===== config.mk =====
export PLATFORM = sky130hd
export DESIGN_NAME = clock_display_scan
export DESIGN_NICKNAME = d
export VERILOG_FILES = /design/src/rtl/clock_display_scan.sv
export SDC_FILE = /design/constraint.sdc
export NUM_CORES = 1
export LEC_CHECK = 0
export BUFFER_PORTS_ARGS = -buffer_cell sky130_fd_sc_hd__clkbuf_2
export CORE_MARGIN = 2
export CORE_UTILIZATION = 50
export CTS_BUF_LIST = sky130_fd_sc_hd__clkbuf_16
export CTS_CLUSTER_DIAMETER = 200
export CTS_CLUSTER_SIZE = 12
export DETAILED_ROUTE_END_ITERATION = 8
export GPL_ROUTABILITY_DRIVEN = 0
export GPL_TIMING_DRIVEN = 0
export PLACE_DENSITY = 0.86
export SLEW_MARGIN = 20
export SYNTH_ARGS = -nofsm -noshare
export SYNTH_HDL_FRONTEND = slang
export SYNTH_SLANG_ARGS = --single-unit

===== constraint.sdc =====
create_clock -name clk -period 2.39 [get_ports clk]
set_input_delay 0.478 -clock clk [delete_from_list [all_inputs] [get_ports clk]]
set_output_delay 0.478 -clock clk [all_outputs]
set_load 0.01 [all_outputs]

===== src/rtl/clock_display_scan.sv =====
// Multiplexed 4-digit seven-segment scanner for an HH:MM counter chain with per-frame snapshot,
// illegal-time dash/err flagging and blinking colon. Optional macro: LEAD_ZERO_BLANK_EN.
module clock_display_scan #(
  parameter int SCAN_DIV     = 4,
  parameter int BLINK_FRAMES = 2
) (
  input  logic       clk,
  input  logic       clr_,
  input  logic [3:0] m0,
  input  logic [2:0] m1,
  input  logic [3:0] h0,
  input  logic [1:0] h1,
  output logic [6:0] seg,
  output logic [3:0] an,
  output logic       dp,
  output logic       frame,
  output logic       err
);
  localparam int PW = (SCAN_DIV > 1) ? $clog2(SCAN_DIV) : 1;
  localparam int FW = (BLINK_FRAMES > 1) ? $clog2(BLINK_FRAMES) : 1;
  localparam logic [6:0] SEG_DASH = 7'b1000000;
  localparam logic [6:0] SEG_ZERO = 7'b0111111;

  logic [PW-1:0] pre_reg, pre_next;
  logic [1:0]    idx_reg, idx_next;
  logic [FW-1:0] fcnt_reg, fcnt_next;
  logic          blink_reg, blink_next;
  logic [3:0]    s_m0_reg, s_m0_next;
  logic [2:0]    s_m1_reg, s_m1_next;
  logic [3:0]    s_h0_reg, s_h0_next;
  logic [1:0]    s_h1_reg, s_h1_next;
  logic [6:0]    seg_reg, seg_next;
  logic [3:0]    an_reg, an_next;
  logic          dp_reg, dp_next;
  logic          frame_reg, frame_next;
  logic          err_reg, err_next;
  logic          slot_wrap, boundary, h0_bad;

  function automatic logic [6:0] digit_seg(input logic [3:0] d);
    case (d)
      4'd0:    digit_seg = 7'b0111111;
      4'd1:    digit_seg = 7'b0000110;
      4'd2:    digit_seg = 7'b1011011;
      4'd3:    digit_seg = 7'b1001111;
      4'd4:    digit_seg = 7'b1100110;
      4'd5:    digit_seg = 7'b1101101;
      4'd6:    digit_seg = 7'b1111101;
      4'd7:    digit_seg = 7'b0000111;
      4'd8:    digit_seg = 7'b1111111;
      4'd9:    digit_seg = 7'b1101111;
      default: digit_seg = SEG_DASH;
    endcase
  endfunction

  // Timing chain and snapshot: everything downstream is decoded from next-state so that
  // an, seg and dp move on exactly the same edge as idx.
  always_comb begin
    slot_wrap  = (pre_reg == PW'(SCAN_DIV - 1));
    pre_next   = slot_wrap ? '0 : pre_reg + 1'b1;
    idx_next   = slot_wrap ? idx_reg + 2'd1 : idx_reg;
    boundary   = slot_wrap && (idx_reg == 2'd3);
    s_m0_next  = boundary ? m0 : s_m0_reg;
    s_m1_next  = boundary ? m1 : s_m1_reg;
    s_h0_next  = boundary ? h0 : s_h0_reg;
    s_h1_next  = boundary ? h1 : s_h1_reg;
    fcnt_next  = fcnt_reg;
    blink_next = blink_reg;
    if (boundary) begin
      if (fcnt_reg == FW'(BLINK_FRAMES - 1)) begin
        fcnt_next  = '0;
        blink_next = ~blink_reg;
      end else begin
        fcnt_next  = fcnt_reg + 1'b1;
      end
    end
  end

  always_comb begin
    h0_bad     = (s_h0_next > 4'd9) || ((s_h1_next == 2'd2) && (s_h0_next > 4'd3));
    err_next   = boundary ? ((s_m0_next > 4'd9) || (s_m1_next > 3'd5) || h0_bad ||
                             (s_h1_next > 2'd2)) : err_reg;
    frame_next = boundary;
    dp_next    = blink_next && (idx_next == 2'd2);
    unique case (idx_next)
      2'd0: seg_next = digit_seg(s_m0_next);
      2'd1: seg_next = (s_m1_next > 3'd5) ? SEG_DASH : digit_seg({1'b0, s_m1_next});
      2'd2: seg_next = h0_bad ? SEG_DASH : digit_seg(s_h0_next);
      default: begin
        if (s_h1_next > 2'd2)
          seg_next = SEG_DASH;
`ifdef LEAD_ZERO_BLANK_EN
        else if (s_h1_next == 2'd0)
          seg_next = 7'b0000000;
`endif
        else
          seg_next = digit_seg({2'b00, s_h1_next});
      end
    endcase
  end

  for (genvar gi = 0; gi < 4; gi++) begin : g_an
    assign an_next[gi] = (idx_next == gi[1:0]);
  end

  always_ff @(posedge clk or negedge clr_) begin
    if (!clr_) begin
      pre_reg   <= '0;
      idx_reg   <= '0;
      fcnt_reg  <= '0;
      blink_reg <= 1'b0;
      s_m0_reg  <= '0;
      s_m1_reg  <= '0;
      s_h0_reg  <= '0;
      s_h1_reg  <= '0;
      seg_reg   <= SEG_ZERO;
      an_reg    <= 4'b0001;
      dp_reg    <= 1'b0;
      frame_reg <= 1'b0;
      err_reg   <= 1'b0;
    end else begin
      pre_reg   <= pre_next;
      idx_reg   <= idx_next;
      fcnt_reg  <= fcnt_next;
      blink_reg <= blink_next;
      s_m0_reg  <= s_m0_next;
      s_m1_reg  <= s_m1_next;
      s_h0_reg  <= s_h0_next;
      s_h1_reg  <= s_h1_next;
      seg_reg   <= seg_next;
      an_reg    <= an_next;
      dp_reg    <= dp_next;
      frame_reg <= frame_next;
      err_reg   <= err_next;
    end
  end

  assign seg   = seg_reg;
  assign an    = an_reg;
  assign dp    = dp_reg;
  assign frame = frame_reg;
  assign err   = err_reg;
endmodule


# --- After elaboration in Yosys (flattened, before gate mapping) ---
# Memories as Yosys holds them, arrays and structs flattened.
# Index checks and enable logic that the tools add are counted.
# Widths: inputs -> output; s select.
totals:
  n_memories: 3
  in_bits: 15
  wordCells: 56
  register_bits: 33
  romBits: 280
  output_inout_bits: 14
classes:
  mux: 14
  add_sub_neg: 3
  bitwise: 1
  eq_ne: 8
  order_cmp: 5
  n_reduce_logical: 9
mem_list:
  columns: ["name", "words", "word_bits", "rd", "rd_ports_with_merged_regs", "write_ports", "line_no", "rtl"]
  rows:
  - ["(name not given)", 16, 7, 1, 0, 0, "40", "case (d)"]
  - ["(name not given)", 16, 7, 1, 0, 0, "40", null]
  - ["(name not given)", 8, 7, 1, 0, 0, "40", null]
ops:
  columns: ["op", "n"]
  rows:
  - ["$pmux 7 s4", 1]
  - ["$mux 7", 3]
  - ["$pmux 7 s3", 1]
  - ["$eq 2x2->1 const B", 6]
  - ["$gt 4x4->1 const B", 2]
  - ["$mux 4", 2]
  - ["$mux 2", 3]
  - ["$add 2x1->2 const B", 2]
  - ["$eq 2x1->1 const B", 2]
  - ["$gt 4x2->1 const B", 1]
  - ["$logic_not 2->1", 2]
  - ["$logic_or 1x1->1", 4]
  - ["$gt 3x3->1 const B", 1]
  - ["$logic_and 1x1->1", 3]
  - ["$mux 1", 3]
  - ["$mux 3", 1]
  - ["$gt 2x2->1 const B", 1]
  - ["$add 1x1->1 const B", 1]
  - ["$not 1->1", 1]

# --- Logic depth before layout (Yosys ltp) ---
# Gate-level depths: netlist of the first run.
depth:
  depth_word: 8
  depth_mapped: 13
  mapped_depth_nobuf: 12

# --- Worst setup path before layout of the first run ---
# No wires, ideal clock.
synth_path:
  path_type: "flip-flop to flip-flop"
  start: "reg idx_reg[0]"
  end: "reg seg_reg[5], in the netlist seg[5]"
  setup_slack_ps: 20
  path_buffers: 1
  arrival_time_ps: 2286
  period_less_slack_ps: 2370
  path_stages_with_launch: 9
  t_required_ps: 2306
  path_cell_list: "dfrtp_1 -> ha_1 -> nand2_4 -> buf_6 -> mux2i_1 -> inv_1 -> ha_1 -> or4_1 -> o2111ai_1"
synth_via:
  word_cells_on_any_way: 29
  cone_classes: "add/sub (1); order compare (4); eq/ne (6); mux (10); reduce/logical (5); memory (3)"
synth_rtl:
  columns: ["item", "line_no", "rtl"]
  rows:
  - ["from (decl)", "25", "logic [1:0] idx_reg, idx_next;"]
  - ["from (signal assigned)", "122", "idx_reg <= idx_next;"]
  - ["$eq 2x2->1 (*)", "61", "boundary = slot_wrap && (idx_reg == 2'd3);"]
  - ["$logic_and 1x1->1 (*)", "61", null]
  - ["$mux 3 (*)", "63", "s_m1_next = boundary ? m1 : s_m1_reg;"]
  - ["via s_m1_next[1]", "29", "logic [2:0] s_m1_reg, s_m1_next;"]
  - ["$mem_v2 8x7 or $gt 3x3->1 (tied branches)", null, null]
  - ["$mux 7 (*)", "86", "2'd1: seg_next = (s_m1_next > 3'd5) ? SEG_DASH : digit_seg({1'b0, s_m1_next});"]
  - ["$pmux 7 s3 (*)", "84", "unique case (idx_next)"]
  - ["via seg_next[5]", "32", "logic [6:0] seg_reg, seg_next;"]
  - ["to (signal assigned)", "129", "seg_reg <= seg_next;"]
  - ["to (decl)", "32", null]
# The timed path passes the listed nets; every way through them passes the cells marked *. The select of a mux whose other input is x is not followed.
# A chain may end at the register's enable or synchronous reset.

# --- Worst setup path in the final report of the first run ---
layout_path:
  start: "reg idx_reg[0]"
  end: "reg seg_reg[2], in the netlist seg[2]"
layout_via:
  elab_chain_cells: 8
  word_cells_on_any_way: 29
  cone_classes: "add/sub (1); order compare (4); eq/ne (6); mux (10); reduce/logical (5); memory (3)"
layout_rtl:
  columns: ["item", "line_no", "rtl"]
  rows:
  - ["$eq 2x2->1", "61", null]
  - ["$logic_and 1x1->1", "61", null]
  - ["$mux 4 or $mux 2 (tied branches)", "64, 65", null]
  - ["$gt 4x2->1 or $eq 2x2->1 (tied branches)", "79, 40", null]
  - ["$logic_and 1x1->1", "79", "h0_bad = (s_h0_next > 4'd9) || ((s_h1_next == 2'd2) && (s_h0_next > 4'd3));"]
  - ["$logic_or 1x1->1", "79", null]
  - ["$mux 7", "87", "2'd2: seg_next = h0_bad ? SEG_DASH : digit_seg(s_h0_next);"]
  - ["$pmux 7 s3 (*)", "84", null]
  - ["via seg_next[2]", "32", null]
# Marked as above.

==> results of run 1 <==
-- worst register-to-register path: cells and delay by family, from the launching register on --
kind,cells,cell delay (ns)
flip-flops,1,0.44
AO/OA/AOI/OAI,4,0.81
adder cells (fa/ha/maj),2,0.38
buffers and inverters,2,0.32
multiplexers,1,0.20
AND/OR/NAND/NOR,1,0.08
-- cells by family after synthesis --
| kind of cell | Yosys count | share of synthesized area |
|---|---|---|
| simple gates | 56 | 0.146 |
| compound gates | 50 | 0.194 |
| flops | 33 | 0.406 |
| buf+inv | 24 | 0.0518 |
| fa+ha+maj | 18 | 0.110 |
| mux | 15 | 0.0835 |
| xor+xnor | 2 | 0.00853 |
-- power breakdown --
| group | internal, W | total (W) | switching [W] |
|---|---|---|---|
| Sequential | 0.000588 | 0.000602 | 0.0000137 |
| Combinational | 0.0000770 | 0.000186 | 0.000109 |
| Clock | 0.000376 | 0.000601 | 0.000225 |
-- what timing repair did --
action | in CTS | in global routing
gates resized for setup | 14 | 19
hold endpoints to repair | 0 | 0
setup buffers | 2 | 7
pin swaps | 2 | 4
setup endpoints to repair | 8 | 8
-- worst paths after layout --
kind | startpoint | end | slack, ns | depth (start not counted)
worst max-delay path | idx_reg[0] | seg[2] | 0.09 | 10
worst min-delay path | clr_ | blink_reg | 0.30 | 1
worst max register to register | idx_reg[0] | seg[2] | 0.09 | 10
worst min register to register | blink_reg | blink_reg | 0.47 | 1
max in group asynchronous | clr_ | idx_reg[1] | 1.52 | 1
min in group clk | blink_reg | blink_reg | 0.47 | 1
-- cell type report --
type | count | area (um2)
fillers | 291 | 1350
repair buffers | 37 | 208
plain buffers | 4 | 28.8
clock inverters | 3 | 12.5
multi-input cells | 141 | 1270
flip-flops and latches | 33 | 837
well taps | 50 | 62.6
inverters | 20 | 80.1
clock buffers | 5 | 125
-- stage by stage --
stage               hold slack, ns  setup WS (ns)  instance area (um2)  power, W  setup TNS (ns)
detailed placement           0.416         -0.437                 2260  0.000766           -2.34
global placement             0.412         -0.432                 2260  0.000761           -2.02
global route                 0.356        -0.0448                 2630   0.00144         -0.0700
CTS                          0.312        0.00675                 2470   0.00138               0
finish                       0.296         0.0916                 2630   0.00139               0
floorplan                    0.182         0.0200                 2050  0.000704               0
-- cell usage in the layout (no fill, tap or decap), types with 3 or more instances in the layout --
cell type,netlist,layout
a21oi_1,8,7
and3_1,3,3
buf_4,0,10
clkbuf_16,0,5
clkbuf_2,0,28
dfrtp_1,26,24
dfstp_2,7,7
ha_1,18,13
ha_4,0,3
inv_1,17,16
inv_2,2,3
mux2i_1,11,6
mux2i_4,1,6
nand2_1,15,13
nand2b_1,5,5
nand3_1,3,3
nand3b_1,4,4
nor2_1,10,10
nor2b_1,4,4
nor3_1,4,4
o2111ai_1,4,4
o21ai_0,5,5
o21ai_1,4,3
o221ai_1,6,5
-- layer usage --
metal  share of wire  GRT usage  up-vias
met4           0.030      0.118        0
li1                -          -      807
met1            0.42      0.282      843
met2            0.49      0.369       56
met3           0.058     0.0691       15
met5               0          0        -
-- synth_stat cells (all sizes together), types with 4 or more instances --
library cell / instances
a21oi: 8
buf: 4
dfrtp: 26
dfstp: 7
ha: 18
inv: 20
mux2i: 14
nand2: 16
nand2b: 6
nand3b: 4
nor2: 10
nor2b: 4
nor3: 4
o2111ai: 4
o21ai: 9
o221ai: 6
==> summary.json, run 1 <==
{
  "transition_time_of_the_tightest_slew_check_pin_ns": 0.841,
  "arrival_ns": 2.49,
  "outcome": "complete, no violations",
  "groute.usage.overall": 0.231,
  "clk_pin_slew_worst_paths_ns": 0.05,
  "floorplan.die.height_um": 68.1,
  "port_buffers": 28,
  "number_of_drc_violations_after_detailed_routing": 0,
  "synth_largest_type_area_fraction": 0.317,
  "antenna_found_initial": 0,
  "placedCellCount": 276,
  "final_nets": 275,
  "critPathRequiredTime_ns": 2.58,
  "cts-root-to-sink-buffers": 2,
  "antenna-diode-count": 0,
  "synth_async_sr_flop_share": 1.00,
  "final_period_minus_worst_setup_slack_ns": 2.30,
  "total_leakage_power_nw": 1.20,
  "dr.first_iter.drc_count": 117,
  "crit_family": "compound AO/OA/AOI/OAI gates",
  "drv.max_cap_violation_count": 0,
  "crit_end_category": "flop",
  "final-setup-viol-count": 0,
  "ys_dominant_reg_cell": "dfrtp_1",
  "cts_inserted_buffers": 5,
  "first_global_vias": 1638,
  "finalClockSkew_ns": 0.00282,
  "synth.cell_area_um2": 2050,
  "floorplan.die.width_um": 68.1,
  "crit_path_start_kind": "flop",
  "synth_area_leader_cell": "dfrtp_1",
  "yosysWarningCount": 0,
  "grt_overflow_total": 0,
  "area_delta_synth_final_pct": 27.8,
  "syn_inst": 198,
  "tritoncts": "yes",
  "number_of_hold_repair_buffers_added_at_the_cts_stage": 0,
  "largest_net_degree_at_the_start_of_global_routing": 34,
  "hold_viol": 0,
  "vias": 1721,
  "layout-drive-gt1-share": 0.366,
  "instances_no_fill": 293,
  "rel_slew_slack": 0.439,
  "cts_max_level": 2,
  "critical_path.slowest_cell": "dfrtp_2",
  "crit_top_cell": "ha_4",
  "fp.coreArea_um2": 3970,
  "power_per_cell_area_nw_per_um2": 529,
  "clock_sinks": 33,
  "routed_wirelength_um": 5060,
  "critical_path.max_stage_delay_ns": 0.44,
  "dr.pass1.iters": 4,
  "synthDistinctLibCells": 55,
  "path_class": "flop to flop",
  "synth-seq-cells": 33,
  "largest_reg_flops": 7,
  "share_of_synthesized_area_occupied_by_flip_flops_and_latches": 0.406,
  "worstPathBufferInverterCount": 2,
  "clk-insertion-delay-late_ns": 0.28,
  "syn_avg_cell_area_um2": 10.4,
  "fmax_mhz": 435,
  "first_pass_grt_wire_length_um": 7670,
  "remaining_antenna_violation_count": 0,
  "floorplan.die_area_um2": 4630,
  "syn-num-nets": 231,
  "detailed_place_hpwl_um": 3330,
  "finish.utilization": 0.661,
  "vias_per_cell": 5.87,
  "period_share": 0.962,
  "floorplan.rows": 23,
  "synth_top_cells_by_area": "dfrtp_1 (32%), ha_1 (11%), dfstp_2 (9.0%), mux2i_1 (5.4%), inv_1 (3.1%)",
  "ir_drop_uv": 368,
  "path_max_fanout": 10,
  "synth_enable_flop_cells": 0,
  "initial_utilization": 0.517,
  "cell_chain_critical_path": "ha_4, nand2_8, buf_6, mux2i_4, buf_4, ha_4, o311ai_2, a21oi_2, a311oi_2, o22ai_1",
  "root_buffer": "clkbuf_16",
  "min-delay-path-class": "primary input to async pin",
  "final-max-slew-violation-count": 0,
  "detail_route.wl_per_cell_um": 17.3,
  "top_level_i_o_count": 29
}
Note: power is estimated with default switching activity, not from simulation.
==> inputs of run 2 (changes only) <==
Settings changed: PLACE_DENSITY 0.86 to 0.83.
Clock period 2.39 ns to 2.75 ns, I/O delays scaled along.
==> run 2 against run 1 <==
- routed wire length is 12% lower
- power is 16% lower
- clock-buffer cell count stayed put
- final cell count is 2.4% lower
- flip-flop and latch count stayed put
- via count is 5.7% lower
- sequential power is 13% lower
- setup slack better by 0.11 ns
- combinational power is 25% lower
- clock skew is 0.0044 ns higher
- die area stayed put
- largest power group unchanged
==> summary.json, run 2 (synthesis gave the netlist of run 1 again) <==
{
  "outcome": "complete, no violations",
  "crit_end_category": "flop",
  "path_class": "flop to flop",
  "critPathRequiredTime": {"value": 2.94, "unit": "ns", "change": "+0.36 ns"},
  "tritoncts": "yes",
  "path_max_fanout": {"value": 10, "change": "unchanged"},
  "finish.utilization": {"value": 0.609, "change": "-0.0520"},
  "setup.worst_path.start": "idx_reg[0]",
  "antenna_found_initial": {"value": 0, "change": "unchanged"},
  "multi_input_comb_area": {"value": 1120, "unit": "um2", "change": "-12%"},
  "period_share": {"value": 0.926, "change": "-0.0353"},
  "postPlaceCellArea": {"value": 2260, "unit": "um2", "change": "unchanged"},
  "worstPathBufferInverterCount": {"value": 2, "change": "unchanged"},
  "final-setup-viol-count": {"value": 0, "change": "unchanged"},
  "most-common-layout-cells": "clkbuf_2 (28), dfrtp_1 (25), inv_1 (19)",
  "number_of_hold_repair_buffers_added_at_the_cts_stage": {"value": 0, "change": "unchanged"},
  "placedCellCount": {"value": 276, "change": "unchanged"},
  "layout-drive-gt1-share": {"value": 0.271, "change": "-0.0951"},
  "cts_inserted_buffers": {"value": 5, "change": "unchanged"},
  "power.total": {"value": 0.00117, "unit": "W", "change": "-16%"},
  "globalRouteMet3Util": {"value": 0.0493, "change": "-0.0197"},
  "clock_sinks": {"value": 33, "change": "unchanged"},
  "cts-root-to-sink-buffers": {"value": 2, "change": "unchanged"},
  "final-seq-area": {"value": 836, "unit": "um2", "change": "-0.15%"},
  "largest_reg_flops": {"value": 7, "change": "unchanged"},
  "filler_cell_count": {"value": 339, "change": "+16%"},
  "largest_net_degree_at_the_start_of_global_routing": {"value": 34, "change": "unchanged"},
  "final_period_minus_worst_setup_slack": {"value": 2.55, "unit": "ns", "change": "+0.249 ns"},
  "grt_setup_unrepaired": "false",
  "detail_route.wl_per_cell": {"value": 15.6, "unit": "um", "change": "-9.6%"},
  "transition_time_of_the_tightest_slew_check_pin": {"value": 0.817, "unit": "ns", "change": "-0.0247 ns"},
  "grt_most_used_layer": "met2",
  "crit_path_start_kind": "flop",
  "grt_overflow_total": {"value": 0, "change": "unchanged"},
  "vias_per_cell": {"value": 5.67, "change": "-3.4%"},
  "finalClockSkew": {"value": 0.00724, "unit": "ns", "change": "+0.00443 ns"},
  "first_pass_grt_wire_length": {"value": 7250, "unit": "um", "change": "-5.4%"},
  "hold_ws": {"value": 0.360, "unit": "ns", "change": "+0.0638 ns"},
  "root_buffer": "clkbuf_16",
  "number_of_drc_violations_after_detailed_routing": {"value": 0, "change": "unchanged"},
  "port_buffers": {"value": 28, "change": "unchanged"},
  "p_clk_frac": {"value": 0.437, "change": "+0.004"},
  "final_cell_area": {"value": 2420, "unit": "um2", "change": "-7.9%"},
  "rel_slew_slack": {"value": 0.456, "change": "+0.0164"},
  "arrival": {"value": 2.73, "unit": "ns", "change": "+0.24 ns"},
  "fp.coreArea": {"value": 3970, "unit": "um2", "change": "unchanged"},
  "globalRouteMet1Util": {"value": 0.278, "change": "-0.00373"},
  "floorplan.die.width": {"value": 68.1, "unit": "um", "change": "unchanged"},
  "top_level_i_o_count": {"value": 29, "change": "unchanged"},
  "clk_pin_slew_worst_paths": {"value": 0.05, "unit": "ns", "change": "about the same"},
  "dr.first_iter.drc_count": {"value": 119, "change": "+1.7%"},
  "floorplan.die.height": {"value": 68.1, "unit": "um", "change": "unchanged"},
  "critical_path.max_stage_delay": {"value": 0.45, "unit": "ns", "change": "about the same"},
  "power.share.sequential": {"value": 0.444, "change": "+0.011"},
  "first_global_vias": {"value": 1585, "change": "-3.2%"},
  "instances_no_fill": {"value": 286, "change": "-2.4%"},
  "total_leakage_power": {"value": 1.18, "unit": "nW", "change": "-1.1%"},
  "critical_path.slowest_cell": "dfrtp_2",
  "power_per_cell_area": {"value": 485, "unit": "nW/um2", "change": "-8.4%"},
  "layout_commonest_cell": "clkbuf_2",
  "detailed_place_hpwl": {"value": 3340, "unit": "um", "change": "+0.37%"},
  "dr.pass1.iters": {"value": 4, "change": "unchanged"},
  "cell_chain_critical_path": "ha_2, nand2_4, inv_6, buf_2, nand2_1, nand2_1, ha_1, o311ai_1, a21oi_1, a311oi_1, o22ai_1",
  "remaining_antenna_violation_count": {"value": 0, "change": "unchanged"},
  "ir_drop": {"value": 352, "unit": "uV", "change": "-4.3%"},
  "groute.usage.overall": {"value": 0.218, "change": "-0.0131"},
  "fraction_of_power_spent_switching_nets": {"value": 0.240, "change": "-0.0105"},
  "floorplan.die_area": {"value": 4630, "unit": "um2", "change": "unchanged"},
  "fmax": {"value": 393, "unit": "MHz", "change": "-9.8%"},
  "power.switching": {"value": 0.000282, "unit": "W", "change": "-19%"},
  "final_nets": {"value": 268, "change": "-2.5%"},
  "drv.max_cap_violation_count": {"value": 0, "change": "unchanged"},
  "floorplan.rows": {"value": 23, "change": "unchanged"},
  "clk-insertion-delay-late": {"value": 0.28, "unit": "ns", "change": "about the same"},
  "crit_top_cell": "nand2_1",
  "groute.layer.met2.usage": {"value": 0.346, "change": "-0.0231"},
  "cts_max_level": {"value": 2, "change": "unchanged"},
  "final-max-slew-violation-count": {"value": 0, "change": "unchanged"},
  "power.combinational.fraction": {"value": 0.119, "change": "-0.015"},
  "crit_family": "compound AO/OA/AOI/OAI gates",
  "initial_utilization": {"value": 0.517, "change": "unchanged"},
  "antenna-diode-count": {"value": 0, "change": "unchanged"},
  "area_delta_synth_final_pct": 17.8,
  "reg2reg_from": "idx_reg[0]",
  "hold_viol": {"value": 0, "change": "unchanged"},
  "routed_wirelength": {"value": 4470, "unit": "um", "change": "-12%"},
  "min-delay-path-class": "primary input to async pin",
  "power.internal": {"value": 0.000891, "unit": "W", "change": "-14%"},
  "vias": {"value": 1623, "change": "-5.7%"}
}
[run 2: changes by cell type in the layout (fill, tap and decap cells not counted), moves of 2 or more]
cell | previous run | this run
ha_1 | 13 | 17
mux2i_2 | 2 | 4
mux2i_1 | 6 | 9
ha_4 | 3 | 0
mux2i_4 | 6 | 1
inv_1 | 16 | 19
buf_4 | 10 | 2
nand2_1 | 13 | 15
[run 2: final timing paths]
check | end | slack (ns) | cells after the start
worst max-delay path | seg[2] | 0.20 | 11
worst min-delay path | frame | 0.36 | 1
worst max register to register | seg[2] | 0.20 | 11
worst min register to register | pre_reg[0] | 0.42 | 1
max in group asynchronous | idx_reg[0] | 1.82 | 1
min in group clk | pre_reg[0] | 0.42 | 1
[run 2: metal layers]
metal | part of all wire | wire length, um
met4 | 0.029 | 131
met5 | 0 | 0
met2 | 0.47 | 2100
met1 | 0.46 | 2040
met3 | 0.044 | 197
[run 2: repair_timing]
| action | CTS | global route |
|---|---|---|
| buffers inserted | 2 | 0 |
| gates resized for setup | 0 | 5 |
| pin swaps | 1 | 0 |
| setup endpoints to repair | 2 | 7 |
[run 2: final cells by class]
class,count,area share
buffer,4,0.0109
clock buffer,5,0.0517
clock inverter,3,0.00466
inverter,20,0.0331
multi-input combinational,141,0.464
sequential,33,0.346
tap,50,0.0259
timing repair buffer,30,0.0641
[run 2: power groups by stage]
stage          registers, W  clock network [W]  logic [W]
3_5_place_dp       0.000528                  0   0.000138
6_report           0.000521           0.000513   0.000140
5_1_grt            0.000523           0.000540   0.000158
2_1_floorplan      0.000532                  0  0.0000799
3_3_place_gp       0.000528                  0   0.000134
4_1_cts            0.000520           0.000523   0.000140
[run 2: per-stage QoR]
stage	worst slack [ns]	TNS, ns
after floorplan	0.380	0
after global placement	-0.0676	-0.0676
after detailed placement	-0.0853	-0.0937
after CTS	0.0104	0
after global routing	0.00515	0
final	0.203	0
